**config.mk**
```make
export PLATFORM = sky130hd
export DESIGN_NAME = alu_arbiter
export DESIGN_NICKNAME = d
export VERILOG_FILES = /design/src/rtl/alu_arbiter.sv
export SDC_FILE = /design/constraint.sdc
export NUM_CORES = 1
export LEC_CHECK = 0
export ABC_AREA = 0
export BUFFER_PORTS_ARGS = -buffer_cell sky130_fd_sc_hd__buf_2
export CAP_MARGIN = 20
export CORE_MARGIN = 2
export CORE_UTILIZATION = 55
export DETAILED_ROUTE_END_ITERATION = 10
export GPL_ROUTABILITY_DRIVEN = 0
export PLACE_DENSITY = 0.82
export SLEW_MARGIN = 20
export SYNTH_ARGS = -nofsm -noshare
export SYNTH_HDL_FRONTEND = slang
export SYNTH_SLANG_ARGS = --single-unit
```
**constraint.sdc**
```tcl
create_clock -name clk -period 5.95 [get_ports clk]
set_input_delay 1.19 -clock clk [delete_from_list [all_inputs] [get_ports clk]]
set_output_delay 1.19 -clock clk [all_outputs]
set_load 0.03 [all_outputs]
```
**src/rtl/alu_arbiter.sv**
```systemverilog
// Two-requester arbiter in front of a small 4-bit ALU with a 4-cycle restoring divider.
// Define ALU_ARB_RR_EN for round-robin arbitration; the default build uses fixed priority.
module alu_arbiter (
    input  logic       clk,
    input  logic       rst,
    input  logic [1:0] req_valid,
    output logic [1:0] req_ready,
    input  logic [3:0] req_a0,
    input  logic [3:0] req_b0,
    input  logic [1:0] req_s0,
    input  logic [3:0] req_a1,
    input  logic [3:0] req_b1,
    input  logic [1:0] req_s1,
    output logic       rsp_valid,
    input  logic       rsp_ready,
    output logic       rsp_id,
    output logic [7:0] rsp_y,
    output logic       rsp_err,
    output logic       busy
);

    // state | meaning
    // IDLE  | waiting for a request, req_ready may be asserted
    // EXEC  | single-cycle add/sub/mul
    // DIV   | restoring divide, one quotient bit per cycle
    // DONE  | result presented until rsp_ready
    typedef enum logic [1:0] {IDLE, EXEC, DIV, DONE} state_t;

    state_t     state;
    logic [3:0] op_a;
    logic [3:0] op_b;
    logic [1:0] op_s;
    logic       op_id;
    logic [1:0] div_cnt;
    logic [3:0] div_rem;
    logic [3:0] div_quo;
    logic [1:0] grant;
    logic       accept;
    logic       sel;
    logic [7:0] exec_y;
    logic [4:0] rem_sh;
    logic       rem_ge;
    logic [4:0] rem_nx;
    logic [3:0] quo_nx;

`ifdef ALU_ARB_RR_EN
    logic last_grant;

    always_comb begin
        grant = req_valid;
        if (req_valid == 2'b11)
            grant = last_grant ? 2'b01 : 2'b10;
    end
`else
    always_comb begin
        grant = 2'b00;
        if (req_valid[0])
            grant = 2'b01;
        else if (req_valid[1])
            grant = 2'b10;
    end
`endif

    assign req_ready = (state == IDLE && !rst) ? grant : 2'b00;
    assign accept    = |req_ready;
    assign sel       = req_ready[1];
    assign busy      = (state != IDLE);

    always_comb begin
        exec_y = 8'h00;
        case (op_s)
            2'b00:   exec_y = {3'b000, {1'b0, op_a} + {1'b0, op_b}};
            2'b01:   exec_y = {4'h0, op_a} - {4'h0, op_b};
            2'b10:   exec_y = {4'h0, op_a} * {4'h0, op_b};
            default: exec_y = 8'h00;
        endcase
    end

    // Dividend bits shift out of div_quo's top while quotient bits shift in at the bottom.
    always_comb begin
        rem_sh = {div_rem, div_quo[3]};
        rem_ge = (rem_sh >= {1'b0, op_b});
        rem_nx = rem_ge ? (rem_sh - {1'b0, op_b}) : rem_sh;
        quo_nx = {div_quo[2:0], rem_ge};
    end

    always_ff @(posedge clk) begin
        if (rst) begin
            state     <= IDLE;
            rsp_valid <= 1'b0;
            rsp_y     <= 8'h00;
            rsp_id    <= 1'b0;
            rsp_err   <= 1'b0;
            div_cnt   <= 2'd0;
            div_rem   <= 4'h0;
            div_quo   <= 4'h0;
            op_a      <= 4'h0;
            op_b      <= 4'h0;
            op_s      <= 2'b00;
            op_id     <= 1'b0;
`ifdef ALU_ARB_RR_EN
            last_grant <= 1'b1;
`endif
        end else begin
            case (state)
                IDLE: begin
                    if (accept) begin
                        op_a    <= sel ? req_a1 : req_a0;
                        op_b    <= sel ? req_b1 : req_b0;
                        op_s    <= sel ? req_s1 : req_s0;
                        op_id   <= sel;
                        div_cnt <= 2'd0;
                        div_rem <= 4'h0;
                        div_quo <= sel ? req_a1 : req_a0;
`ifdef ALU_ARB_RR_EN
                        last_grant <= sel;
`endif
                        if ((sel ? req_s1 : req_s0) == 2'b11)
                            state <= DIV;
                        else
                            state <= EXEC;
                    end
                end
                EXEC: begin
                    rsp_y     <= exec_y;
                    rsp_err   <= 1'b0;
                    rsp_id    <= op_id;
                    rsp_valid <= 1'b1;
                    state     <= DONE;
                end
                DIV: begin
                    div_rem <= rem_nx[3:0];
                    div_quo <= quo_nx;
                    div_cnt <= div_cnt + 2'd1;
                    if (div_cnt == 2'd3) begin
                        rsp_y     <= (op_b == 4'h0) ? 8'h00 : {4'h0, quo_nx};
                        rsp_err   <= (op_b == 4'h0);
                        rsp_id    <= op_id;
                        rsp_valid <= 1'b1;
                        state     <= DONE;
                    end
                end
                DONE: begin
                    if (rsp_ready) begin
                        rsp_valid <= 1'b0;
                        state     <= IDLE;
                    end
                end
                default: state <= IDLE;
            endcase
        end
    end

endmodule

```
### Yosys cells after proc, flatten, opt, wreduce, memory -nomap -nowiden

Index checks and enable logic that the tools add are counted.

| word-level totals | value |
|---|---|
| input port bits | 25 |
| logic and storage cells | 72 |
| flip-flop bits (word level) | 34 |

| operators by class | value |
|---|---|
| multiply operators | 1 |
| $add $sub $neg | 4 |
| reduce and logical (&&, ||, !) cells | 15 |
| mux-type cells | 29 |
| eq/ne operators | 10 |
| magnitude comparators | 1 |

Operator list:

| kind | count |
|---|---|
| 4-bit two-way mux | 6 |
| 8-bit one-hot mux with 3 select lines | 1 |
| 2-bit two-way mux | 9 |
| 4-bit one-hot mux with 2 select lines | 2 |
| 8-bit one-hot mux with 2 select lines | 1 |
| 2-bit == test (second input constant) | 5 |
| 4-bit by 4-bit multiplier with 8-bit output | 1 |
| 8-bit two-way mux | 1 |
| 2-bit one-hot mux with 4 select lines | 1 |
| 2-bit != test (second input constant) | 3 |
| 2-bit AND reduction | 3 |
| 3-bit AND reduction | 2 |
| 2-bit nonzero test | 3 |
| 4-bit by 4-bit adder with 5-bit output | 1 |
| 5-bit by 4-bit >= comparator with 1-bit output | 1 |
| 4-bit by 4-bit subtractor with 5-bit output | 1 |
| 2-bit by 1-bit == test with 1-bit output (second input constant) | 2 |
| 2-bit zero test | 2 |
| 4-bit zero test | 1 |
| 1-bit two-way mux | 4 |
| 1-bit one-hot mux with 2 select lines | 2 |
| 2-bit one-hot mux with 2 select lines | 1 |
| 4-bit subtractor | 1 |
| 1-bit one-hot mux with 3 select lines | 1 |
| other kinds (5) | 5 |

### Longest topological paths before layout

Gate-level depths: netlist of the first run.

| logic depth | value |
|---|---|
| depth after elaboration | 8 |
| gate-level depth with buffers | 12 |
| depth with buffers taken out | 12 |

### Least setup slack after synthesis of the first run

No wires, ideal clock.

| timing path | value |
|---|---|
| kind | reg-to-reg |
| start | register op_a[1] |
| end | register rsp_y[6] |
| cell stages (with the launch flop) | 12 |
| setup time | 0.134 ns |
| data arrival time | 2.843 ns |
| setup slack | 2.973 ns |
| buffers on the path | 0 |
| required time | 5.816 ns |
| cells stage by stage | dfxtp_1 > nand2_1 > fa_1 > inv_1 > fa_1 > inv_1 > fa_1 > nand2b_1 > a21oi_1 > xor2_1 > a221oi_1 > a211oi_1 |

| between the ends | value |
|---|---|
| cells in the longest elaborated chain, start to end | 3 |
| elaborated cells between the ends (all ways) | 4 |
| classes of those cells | add/sub (1); mul (1); mux (2) |

RTL lines:

| element | line | RTL |
|---|---|---|
| start: declaration | 30 | `logic [3:0] op_a;` |
| start signal: assignment | 108 | `op_a <= sel ? req_a1 : req_a0;` |
| 4-bit by 4-bit multiplier with 8-bit output or 4-bit by 4-bit subtractor with 5-bit output (tied branches) | 74, 73 |  |
| 8-bit one-hot mux with 3 select lines (*) | 71 | `case (op_s)` |
| 8-bit one-hot mux with 2 select lines (*) | 105 | `case (state)` |
| end signal: assignment | 125 | `rsp_y <= exec_y;` |
| end signal: assignment | 136 | `rsp_y <= (op_b == 4'h0) ? 8'h00 : {4'h0, quo_nx};` |
| end: declaration | 17 | `output logic [7:0] rsp_y,` |

Mark *: on every way between the ends. The rest lies on a longest branch, timed or not.
A chain may end at the register's enable or synchronous reset.

### Final worst setup path of the first run

| timing path | value |
|---|---|
| start | input port rst |
| end | output port req_ready[1] |

| between the ends | value |
|---|---|
| cells in the longest elaborated chain, start to end | 3 |

RTL lines:

| element | line | RTL |
|---|---|---|
| start: declaration | 5 | `input logic rst,` |
| 1-bit zero test | 64 | `assign req_ready = (state == IDLE && !rst) ? grant : 2'b00;` |
| 1-bit logical AND | 64 |  |
| 2-bit two-way mux | 64 |  |
| end: declaration | 7 | `output logic [1:0] req_ready,` |

Every way passes these cells.

==> impl_metrics.csv, run 1 <==
group,metric,value,unit
global_route,grt_pass1_wl,9.44,mm
detailed_routing,wirelength,5.75,mm
clock_tree,clock-root-buffer,"clkbuf_8",
worst_setup_path,critical_path.most_common_cell,"buf_2",
power,powerDensity,398,mW/mm2
clock_tree,path_clk_slew,0.07,ns
synth,synthFlopType,"dfxtp_1",
detailed_routing,drtIter0Drc,151,
detailed_routing,firstDrtPassIters,4,
floorplanning,num_rows,24,
power,p_leak,1.27,nW
sta,slew_headroom,0.453,
clock_tree,ctsResizeCount,0,
global_route,grt_pass1_vias,2111,
sta,finalSetupViolCount,0,
synth,syn-cell-area,0.00253,mm2
global_route,grt_max_degree,34,
detailed_routing,wire_per_inst,14.7,um
sta,worst_pin_slew,0.818,ns
finish,n_antenna_cell,0,
synth,netlist.area_leader.share,0.269,
clock_tree,cts-buffers-inserted,5,
global_route,antenna_found_initial,0,
floorplanning,start_util,0.577,
worst_setup_path,crit_path_max_fanout,33,
status,status,"finished clean",
sta,fin_skew,0.00779,ns
placed_design,portBuffers,38,
synth,ys_ff_latch,34,
floorplanning,die_area,0.00516,mm2
worst_setup_path,cp-start-kind,"primary input",
detailed_routing,antenna_left,0,
placed_design,dp_hpwl,4.39,mm
clock_tree,cts_tree,"built",
finish,layout-drive-gt1-share,0.142,
clock_tree,hold_buffers,0,
synth,yosys-top-cells-count,"nor2_1, dfxtp_1, ha_1, nand2_1",
worst_setup_path,arrival,2.30,ns
synth,synth_area_leaders,"dfxtp_1, ha_1, mux2i_1, fa_1, nor2_1",
job,drv_cap,0,
worst_setup_path,worst-r2r-setup-slack,2.72,ns
worst_setup_path,required,4.76,ns
clock_tree,cts_setup_buffers,0,
min_path,hp-class,"reg2reg",
synth,synth_top_cell_by_area,"dfxtp_1",
finish,area_delta_synth_final,11.4,%
synth,yosysMostFrequentCell,"nor2_1",
global_route,grt_remaining_overflow,0,
synth,synth_edf_count,0,
detailed_routing,via_per_inst,5.82,
sta,drv_slew,0,
sta,fmax,0.287,GHz
sta,min_period,3.49,ns
clock_tree,cts_num_sinks,34,
finish,fillers,380,
clock_tree,insertion_delay,0.29,ns
power,vdd_drop_max,0.327,mV
worst_setup_path,max_stage_delay,0.56,ns
synth,seq_area_frac_synth,0.269,
floorplanning,core_region_area,0.00438,mm2
power,p_total,1.12,mW
worst_setup_path,end_kind,"primary output",
floorplanning,die_x,71.8,um
synth,yosysWarnings,0,
sta,setup-tns-final,0,ns
global_route,track_usage,0.233,
synth,syn_nets,365,
sta,fin_ws,2.46,ns
clock_tree,clockBufferDepth,2,
clock_tree,cts_htree_levels,2,
synth,async_flop_share,0,
worst_setup_path,worstPathCellList,"buf_2 > and4bb_4 > buf_2",
worst_setup_path,slowest_stage,"and4bb_4",
sta,fin_crit_sh,0.586,
synth,syn_inst,304,
placed_design,pre_cts_slack,2.47,ns
floorplanning,num_io_pins,39,
sta,grt_setup_unrepaired,"no",
synth,syn_area_per_cell,8.33,um2
detailed_routing,vias,2271,
detailed_routing,route.detailed.drc,0,
synth,post_synth_num_cell_types,43,
sta,hold_viol_final,0,
worst_setup_path,worstSetupPathType,"in2out",
finish,nets,399,
floorplanning,die_height,71.8,um
==> worst max-delay path: cells and delay by family <==
family / cells / cell delay (ns)
simple gates: 1 / 0.56
buf+inv: 2 / 0.54
==> layout by cell type, fill, tap and decap left out, drive strengths merged, types with 8 or more instances in the layout <==
cell	count
buf	38
nor2	35
dfxtp	34
ha	29
nand2	26
inv	22
a21oi	22
mux2i	18
a211oi	15
o21ai	14
and2	10
nand3	8
==> path summary, 6_finish.rpt <==
path	cells after the start	from	endpoint
worst max register to register	11	op_a[1]$_SDFFE_PP0P_	rsp_y[6]$_SDFFE_PP0P_
worst min register to register	2	rsp_id$_SDFFE_PP0P_	rsp_id$_SDFFE_PP0P_
worst max-delay path	3	rst	req_ready[1]
worst min-delay path	2	rsp_id$_SDFFE_PP0P_	rsp_id$_SDFFE_PP0P_
==> layer usage <==
metal	vias up	global-route usage	routed length [um]
li1	1144	-	-
met1	1037	0.302	2640
met2	74	0.387	2690
met3	16	0.0394	259
met4	0	0.0943	154
met5	-	0	0
==> power by group <==
part,leakage (nW),switching (mW),internal (mW),total (mW)
clock network,0.0373,0.0841,0.0802,0.164
registers,0.278,0.0628,0.282,0.345
logic,0.958,0.381,0.233,0.614
total,1.27,0.528,0.595,1.12
==> layout make-up <==
cell class / instances / area (um2) / share of cell area
Clock inverter: 1 / 7.51 / 0.00266
Timing Repair Buffer: 38 / 190 / 0.0675
Tap cell: 52 / 65.1 / 0.0231
Multi-Input combinational cell: 237 / 1720 / 0.610
Sequential cell: 34 / 681 / 0.241
Inverter: 22 / 82.6 / 0.0293
Clock buffer: 6 / 72.6 / 0.0257
==> flip-flops by register name, indices dropped and copies added (netlist names), 2 cells and up <==
signal / flops
rsp_y: 8
div_quo: 4
div_rem: 4
op_a: 4
op_b: 4
div_cnt: 2
op_s: 2
state: 2
==> through the flow <==
stage	utilization	instance area, um2	hold slack [ns]	std cells
final	0.643	2820	0.454	390
after global routing	0.643	2820	0.477	390
after floorplan	-	2530	0.432	304
after detailed placement	0.624	2740	0.445	383
after global placement	0.624	2740	0.444	383
after CTS	0.642	2820	0.455	390
==> cells by family after synthesis <==
family	share of synthesized area
mux	0.0712
simple gates	0.189
fa+ha+maj	0.199
buf+inv	0.0524
flops	0.269
compound gates	0.202
xor+xnor	0.0173
No activity file was read; power rests on OpenSTA's default activity.
==> inputs of run 2 (changes only) <==
- ABC_AREA: 0 -> 1
- CORE_UTILIZATION: 55 -> 52
- PLACE_DENSITY: 0.82 -> 0.81
- clock period: 5.95 -> 3.1 ns (I/O delays scaled with it)
==> impl_metrics.csv, run 2 <==
group,metric,value,unit
status,status,"finished clean",
finish,final-seq-area,682,um2
floorplanning,num_io_pins,39,
power,p_seq_frac,0.310,
detailed_routing,antenna_left,0,
finish,n_antenna_cell,0,
floorplanning,die_x,74.1,um
sta,hold_viol_final,0,
clock_tree,path_clk_slew,0.07,ns
detailed_routing,wire_per_inst,12.1,um
synth,synth_top_cell_by_area,"dfxtp_1",
power,p_clk_frac,0.167,
min_path,hp-class,"reg2reg",
clock_tree,insertion_delay,0.29,ns
floorplanning,die_height,74.1,um
detailed_routing,drtIter0Drc,144,
synth,yosys-top-cells-count,"nand2_1, inv_1, a21oi_1, dfxtp_1, ha_1",
synth,synth_area_leaders,"dfxtp_1, ha_1, nand2_1, inv_1, a21oi_1",
sta,min_period,2.86,ns
power,p_int,1.09,mW
worst_setup_path,r2r_start,"op_a[0]$_SDFFE_PP0P_",
power,switching_share,0.467,
synth,syn-cell-area,0.00255,mm2
power,comb_power_share,0.523,
worst_setup_path,end_kind,"flop",
min_path,holdPathEnd,"rsp_err$_SDFFE_PP0P_",
synth,ys_ff_latch,34,
detailed_routing,route.detailed.drc,0,
worst_setup_path,worstSetupPathType,"reg2reg",
global_route,antenna_found_initial,0,
finish,fillers,436,
clock_tree,cts_num_sinks,34,
sta,fin_crit_sh,0.923,
synth,yosysWarnings,0,
detailed_routing,firstDrtPassIters,4,
worst_setup_path,reg2reg_depth,10,
sta,drv_slew,0,
finish,nets,467,
synth,synth_edf_count,0,
sta,fmax,0.349,GHz
placed_design,dp_hpwl,4.54,mm
power,p_leak,1.52,nW
finish,layout_commonest_cell,"nand2_1",
power,powerDensity,710,mW/mm2
sta,grt_setup_unrepaired,"no",
detailed_routing,wirelength,5.71,mm
global_route,grt_max_degree,22,
clock_tree,hold_buffers,0,
placed_design,place_inst,466,
finish,regMostFlops,"rsp_y",
power,power_switching,0.954,mW
global_route,grt_remaining_overflow,0,
detailed_routing,vias,2461,
detailed_routing,via_per_inst,5.19,
worst_setup_path,cp-start-kind,"flop",
synth,synthFlopType,"dfxtp_1",
finish,final_cell_mix,"nand2_1, inv_1, buf_2, a21oi_1, dfxtp_1",
synth,syn_inst,368,
min_path,hold_depth,2,
finish,area_delta_synth_final,12.5,%
synth,syn_nets,429,
sta,setup-tns-final,0,ns
floorplanning,start_util,0.541,
synth,netlist.area_leader.share,0.267,
sta,finalSetupViolCount,0,
clock_tree,clock-root-buffer,"clkbuf_8",
synth,post_synth_num_cell_types,27,
clock_tree,clockBufferDepth,2,
synth,yosysMostFrequentCell,"nand2_1",
floorplanning,num_rows,25,
sta,worst_hold_slack,0.464,ns
clock_tree,cts-buffers-inserted,5,
worst_setup_path,r2r-end,"rsp_y[3]$_SDFFE_PP0P_",
sta,fin_skew,0.00267,ns
worst_setup_path,worst-r2r-setup-slack,0.24,ns
clock_tree,cts_htree_levels,2,
sta,worst_pin_slew,0.709,ns
worst_setup_path,crit_path_max_fanout,6,
placed_design,portBuffers,38,
finish,largest_register_ffs,8,
global_route,grt_pass1_wl,10.2,mm
sta,slew_headroom,0.524,
min_path,hp-start,"rsp_err$_SDFFE_PP0P_",
synth,seq_area_frac_synth,0.267,
worst_setup_path,required,3.32,ns
floorplanning,die_area,0.00549,mm2
global_route,track_usage,0.241,
synth,syn_area_per_cell,6.94,um2
floorplanning,core_region_area,0.00472,mm2
finish,multi_input_area,0.00162,mm2
job,drv_cap,0,
finish,layout-drive-gt1-share,0.155,
synth,async_flop_share,0,
global_route,grt_pass1_vias,2375,
power,vdd_drop_max,0.524,mV
finish,final_cells,474,
clock_tree,cts_tree,"built",
power,p_total,2.04,mW
worst_setup_path,arrival,3.08,ns
clock_tree,cts_setup_buffers,0,
run 2: cell types whose count changed in the layout (fill, tap and decap cells not counted), sizes merged, moves of 13 or more:
| cell | previous run | this run |
|---|---|---|
| nand2 | 26 | 94 |
| inv | 22 | 53 |
| o21ai | 14 | 36 |
| mux2i | 18 | 0 |
| nand3 | 8 | 24 |
| a211oi | 15 | 1 |
| nor2 | 35 | 22 |
run 2: worst max path at each step:
stage	startpoint	endpoint	slack, ns	cells after the start
after CTS	op_b[1]$_SDFFE_PP0P_	rsp_y[3]$_SDFFE_PP0P_	0.19	10
final	op_a[0]$_SDFFE_PP0P_	rsp_y[3]$_SDFFE_PP0P_	0.24	10
after global routing	op_a[0]$_SDFFE_PP0P_	rsp_y[6]$_SDFFE_PP0P_	0.04	14
after floorplan	op_a[1]$_SDFFE_PP0P_	rsp_y[3]$_SDFFE_PP0P_	0.33	10
after global placement	op_b[1]$_SDFFE_PP0P_	rsp_y[3]$_SDFFE_PP0P_	0.31	10
after detailed placement	op_b[1]$_SDFFE_PP0P_	rsp_y[3]$_SDFFE_PP0P_	0.22	10
run 2: timing repair:
item,CTS,global route
setup endpoints to repair,0,2
hold endpoints to repair,0,0
gates resized for setup,0,1
run 2: critical path, stage by stage (launching register included):
cell,delay (ns)
dfxtp_1,0.42
nand2_1,0.11
fa_1,0.55
inv_1,0.06
fa_1,0.55
inv_1,0.06
fa_1,0.46
or2_2,0.30
nand3_1,0.08
nand2_1,0.05
a21oi_1,0.15
run 2: layout make-up:
type                    count  area share
inverters                  54      0.0705
repair buffers             39      0.0688
multi-input cells         272       0.562
clock buffers               7      0.0300
clock inverters             1     0.00174
flip-flops and latches     34       0.237
well taps                  67      0.0292
run 2: power by group through the flow:
| stage | Combinational (mW) | Clock (mW) | Sequential [mW] |
|---|---|---|---|
| 6_report | 1.07 | 0.341 | 0.632 |
| 5_1_grt | 1.23 | 0.370 | 0.646 |
| 4_1_cts | 1.06 | 0.350 | 0.631 |
| 3_5_place_dp | 1.06 | 0 | 0.639 |
| 3_3_place_gp | 1.04 | 0 | 0.635 |
| 2_1_floorplan | 0.771 | 0 | 0.684 |
run 2: metal layers:
metal | wire length [um] | GRT usage | up-vias
met5 | 0 | 0 | -
met4 | 136 | 0.101 | 0
met3 | 223 | 0.0393 | 13
met2 | 2670 | 0.404 | 58
met1 | 2690 | 0.308 | 1107
li1 | - | - | 1283
run 2: logic make-up after synthesis:
kind of cell / count (synthesis) / share of synthesized area
compound gates: 81 / 0.174
xor+xnor: 1 / 0.00343
fa+ha+maj: 36 / 0.197
buf+inv: 62 / 0.100
flops: 34 / 0.267
simple gates: 154 / 0.258
run 2: stage by stage:
step	setup slack, ns	utilization	instance area [um2]
floorplan	0.330	-	2550
global placement	0.315	0.589	2780
detailed placement	0.215	0.589	2780
CTS	0.190	0.608	2870
global route	0.0406	0.608	2870
finish	0.238	0.608	2870
==> inputs of run 3 (changes only) <==
- CELL_PAD_IN_SITES_DETAIL_PLACEMENT: unset -> 1
- CELL_PAD_IN_SITES_GLOBAL_PLACEMENT: unset -> 1
- CORE_UTILIZATION: 52 -> 37
==> impl_metrics.csv, run 3 (synthesis gave the netlist of run 2 again) <==
group,metric,value,unit
status,status,"finished clean",
placed_design,pre_cts_slack,0.162,ns
floorplanning,num_io_pins,39,
finish,regMostFlops,"rsp_y",
floorplanning,num_rows,30,
sta,fin_skew,0.0109,ns
worst_setup_path,max_stage_delay,0.57,ns
power,powerDensity,726,mW/mm2
worst_setup_path,crit_path_max_fanout,6,
finish,area_delta_synth_final,13.7,%
detailed_routing,route.detailed.drc,0,
placed_design,portBuffers,38,
detailed_routing,firstDrtPassIters,4,
worst_setup_path,worstPathCellList,"nand2_1 > fa_1 > inv_1 > fa_1 > inv_1 > fa_1 > or2_2 > nand3_1 > nand2_1 > a21oi_1",
detailed_routing,wirelength,7.01,mm
power,p_int,1.09,mW
sta,slew_headroom,0.545,
floorplanning,die_x,87.1,um
worst_setup_path,arrival,3.09,ns
clock_tree,clock-root-buffer,"clkbuf_8",
worst_setup_path,cp-start-kind,"flop",
global_route,grt_pass1_wl,12.3,mm
sta,fin_ws,0.228,ns
worst_setup_path,critical_path.most_common_cell,"fa_1",
power,power_switching,1.01,mW
clock_tree,path_clk_slew,0.07,ns
worst_setup_path,slowest_stage,"fa_1",
placed_design,dp_hpwl,5.73,mm
finish,largest_register_ffs,8,
sta,hold_viol_final,0,
sta,fin_crit_sh,0.926,
detailed_routing,drtIter0Drc,63,
worst_setup_path,worstSetupPathType,"reg2reg",
clock_tree,cts_tree,"built",
detailed_routing,via_per_inst,5.12,
sta,worst_hold_slack,0.462,ns
clock_tree,cts_htree_levels,2,
sta,worst_pin_slew,0.679,ns
floorplanning,start_util,0.380,
floorplanning,core_region_area,0.00672,mm2
clock_tree,insertion_delay,0.29,ns
min_path,hp-class,"reg2reg",
clock_tree,hold_buffers,0,
floorplanning,die_height,87.1,um
power,p_seq_frac,0.304,
worst_setup_path,crit_start,"op_a[2]$_SDFFE_PP0P_",
global_route,grt_remaining_overflow,0,
clock_tree,ctsResizeCount,0,
detailed_routing,vias,2499,
clock_tree,cts_num_sinks,34,
finish,layout-drive-gt1-share,0.164,
finish,n_antenna_cell,0,
sta,finalSetupViolCount,0,
worst_setup_path,crit_buf_inv,2,
sta,fmax,0.348,GHz
clock_tree,clockBufferDepth,2,
worst_setup_path,r2r_start,"op_a[2]$_SDFFE_PP0P_",
floorplanning,die_area,0.00758,mm2
detailed_routing,antenna_left,0,
power,vdd_drop_max,0.338,mV
power,p_clk_frac,0.168,
worst_setup_path,required,3.32,ns
power,switching_share,0.481,
sta,min_period,2.87,ns
min_path,hp-start,"rsp_y[7]$_SDFFE_PP0P_",
sta,drv_slew,0,
job,drv_cap,0,
power,comb_power_share,0.528,
global_route,track_usage,0.203,
finish,fillers,895,
power,p_leak,1.53,nW
finish,final_cell_mix,"nand2_1, inv_1, buf_2, a21oi_1, dfxtp_1",
worst_setup_path,crit_family,"adder cells",
finish,nets,468,
global_route,grt_pass1_vias,2651,
worst_setup_path,end_kind,"flop",
global_route,antenna_found_initial,0,
clock_tree,cts_setup_buffers,0,
clock_tree,cts-buffers-inserted,5,
global_route,grt_max_degree,22,
detailed_routing,wire_per_inst,14.4,um
finish,layout_commonest_cell,"nand2_1",
-- run 3: changes by cell type in the layout (fill, tap and decap cells not counted) --
cell / before / now
buf_4: 1 / 2
dfxtp_2: 1 / 3
clkinvlp_4: 0 / 1
dfxtp_1: 33 / 31
clkbuf_1: 1 / 0
-- run 3: stage by stage --
stage          power (mW)  area, um2  cells   util  TNS (ns)
2_1_floorplan        1.45       2550    368      -         0
3_3_place_gp         1.71       2810    480  0.418         0
3_5_place_dp         1.76       2810    480  0.418         0
4_1_cts              2.12       2900    488  0.432         0
5_1_grt              2.31       2900    488  0.432   -0.0161
6_report             2.11       2900    488  0.432         0
-- run 3: power groups by stage --
stage	Sequential, mW	Combinational, mW	Clock, mW
floorplan	0.684	0.771	0
global placement	0.638	1.07	0
detailed placement	0.646	1.11	0
CTS	0.636	1.12	0.362
global route	0.655	1.28	0.380
finish	0.640	1.11	0.354
-- run 3: area by class of cell --
class                      instances  area [um2]  share of cell area
clock buffer                       6        82.6              0.0284
clock inverter                     2        12.5             0.00431
inverter                          54         203              0.0698
multi-input combinational        272        1620               0.557
sequential                        34         684               0.236
tap                               80         100              0.0345
timing repair buffer              40         205              0.0707
-- run 3: worst register-to-register path, delay by kind of cell, from the launching register on --
family	cells	cell delay, ns
DFF	1	0.44
adders and majority gates	3	1.54
buffers and inverters	2	0.13
AOI/OAI and AO/OA	1	0.14
and+or+nand+nor	4	0.55
-- run 3: path summary, 6_finish.rpt --
kind                                              end  slack (ns)  cells after the start
worst min-delay path            rsp_y[7]$_SDFFE_PP0P_        0.46                      2
worst min register to register  rsp_y[7]$_SDFFE_PP0P_        0.46                      2
worst max-delay path            rsp_y[3]$_SDFFE_PP0P_        0.23                     10
worst max register to register  rsp_y[3]$_SDFFE_PP0P_        0.23                     10
-- run 3: per-layer routing --
layer | global-route usage | part of all wire | wire, um | up-vias
met5 | 0 | 0 | 0 | -
met4 | 0.0511 | 0.011 | 77 | 0
met3 | 0.0303 | 0.029 | 201 | 7
met2 | 0.361 | 0.48 | 3390 | 40
met1 | 0.257 | 0.48 | 3340 | 1173
li1 | - | - | - | 1279
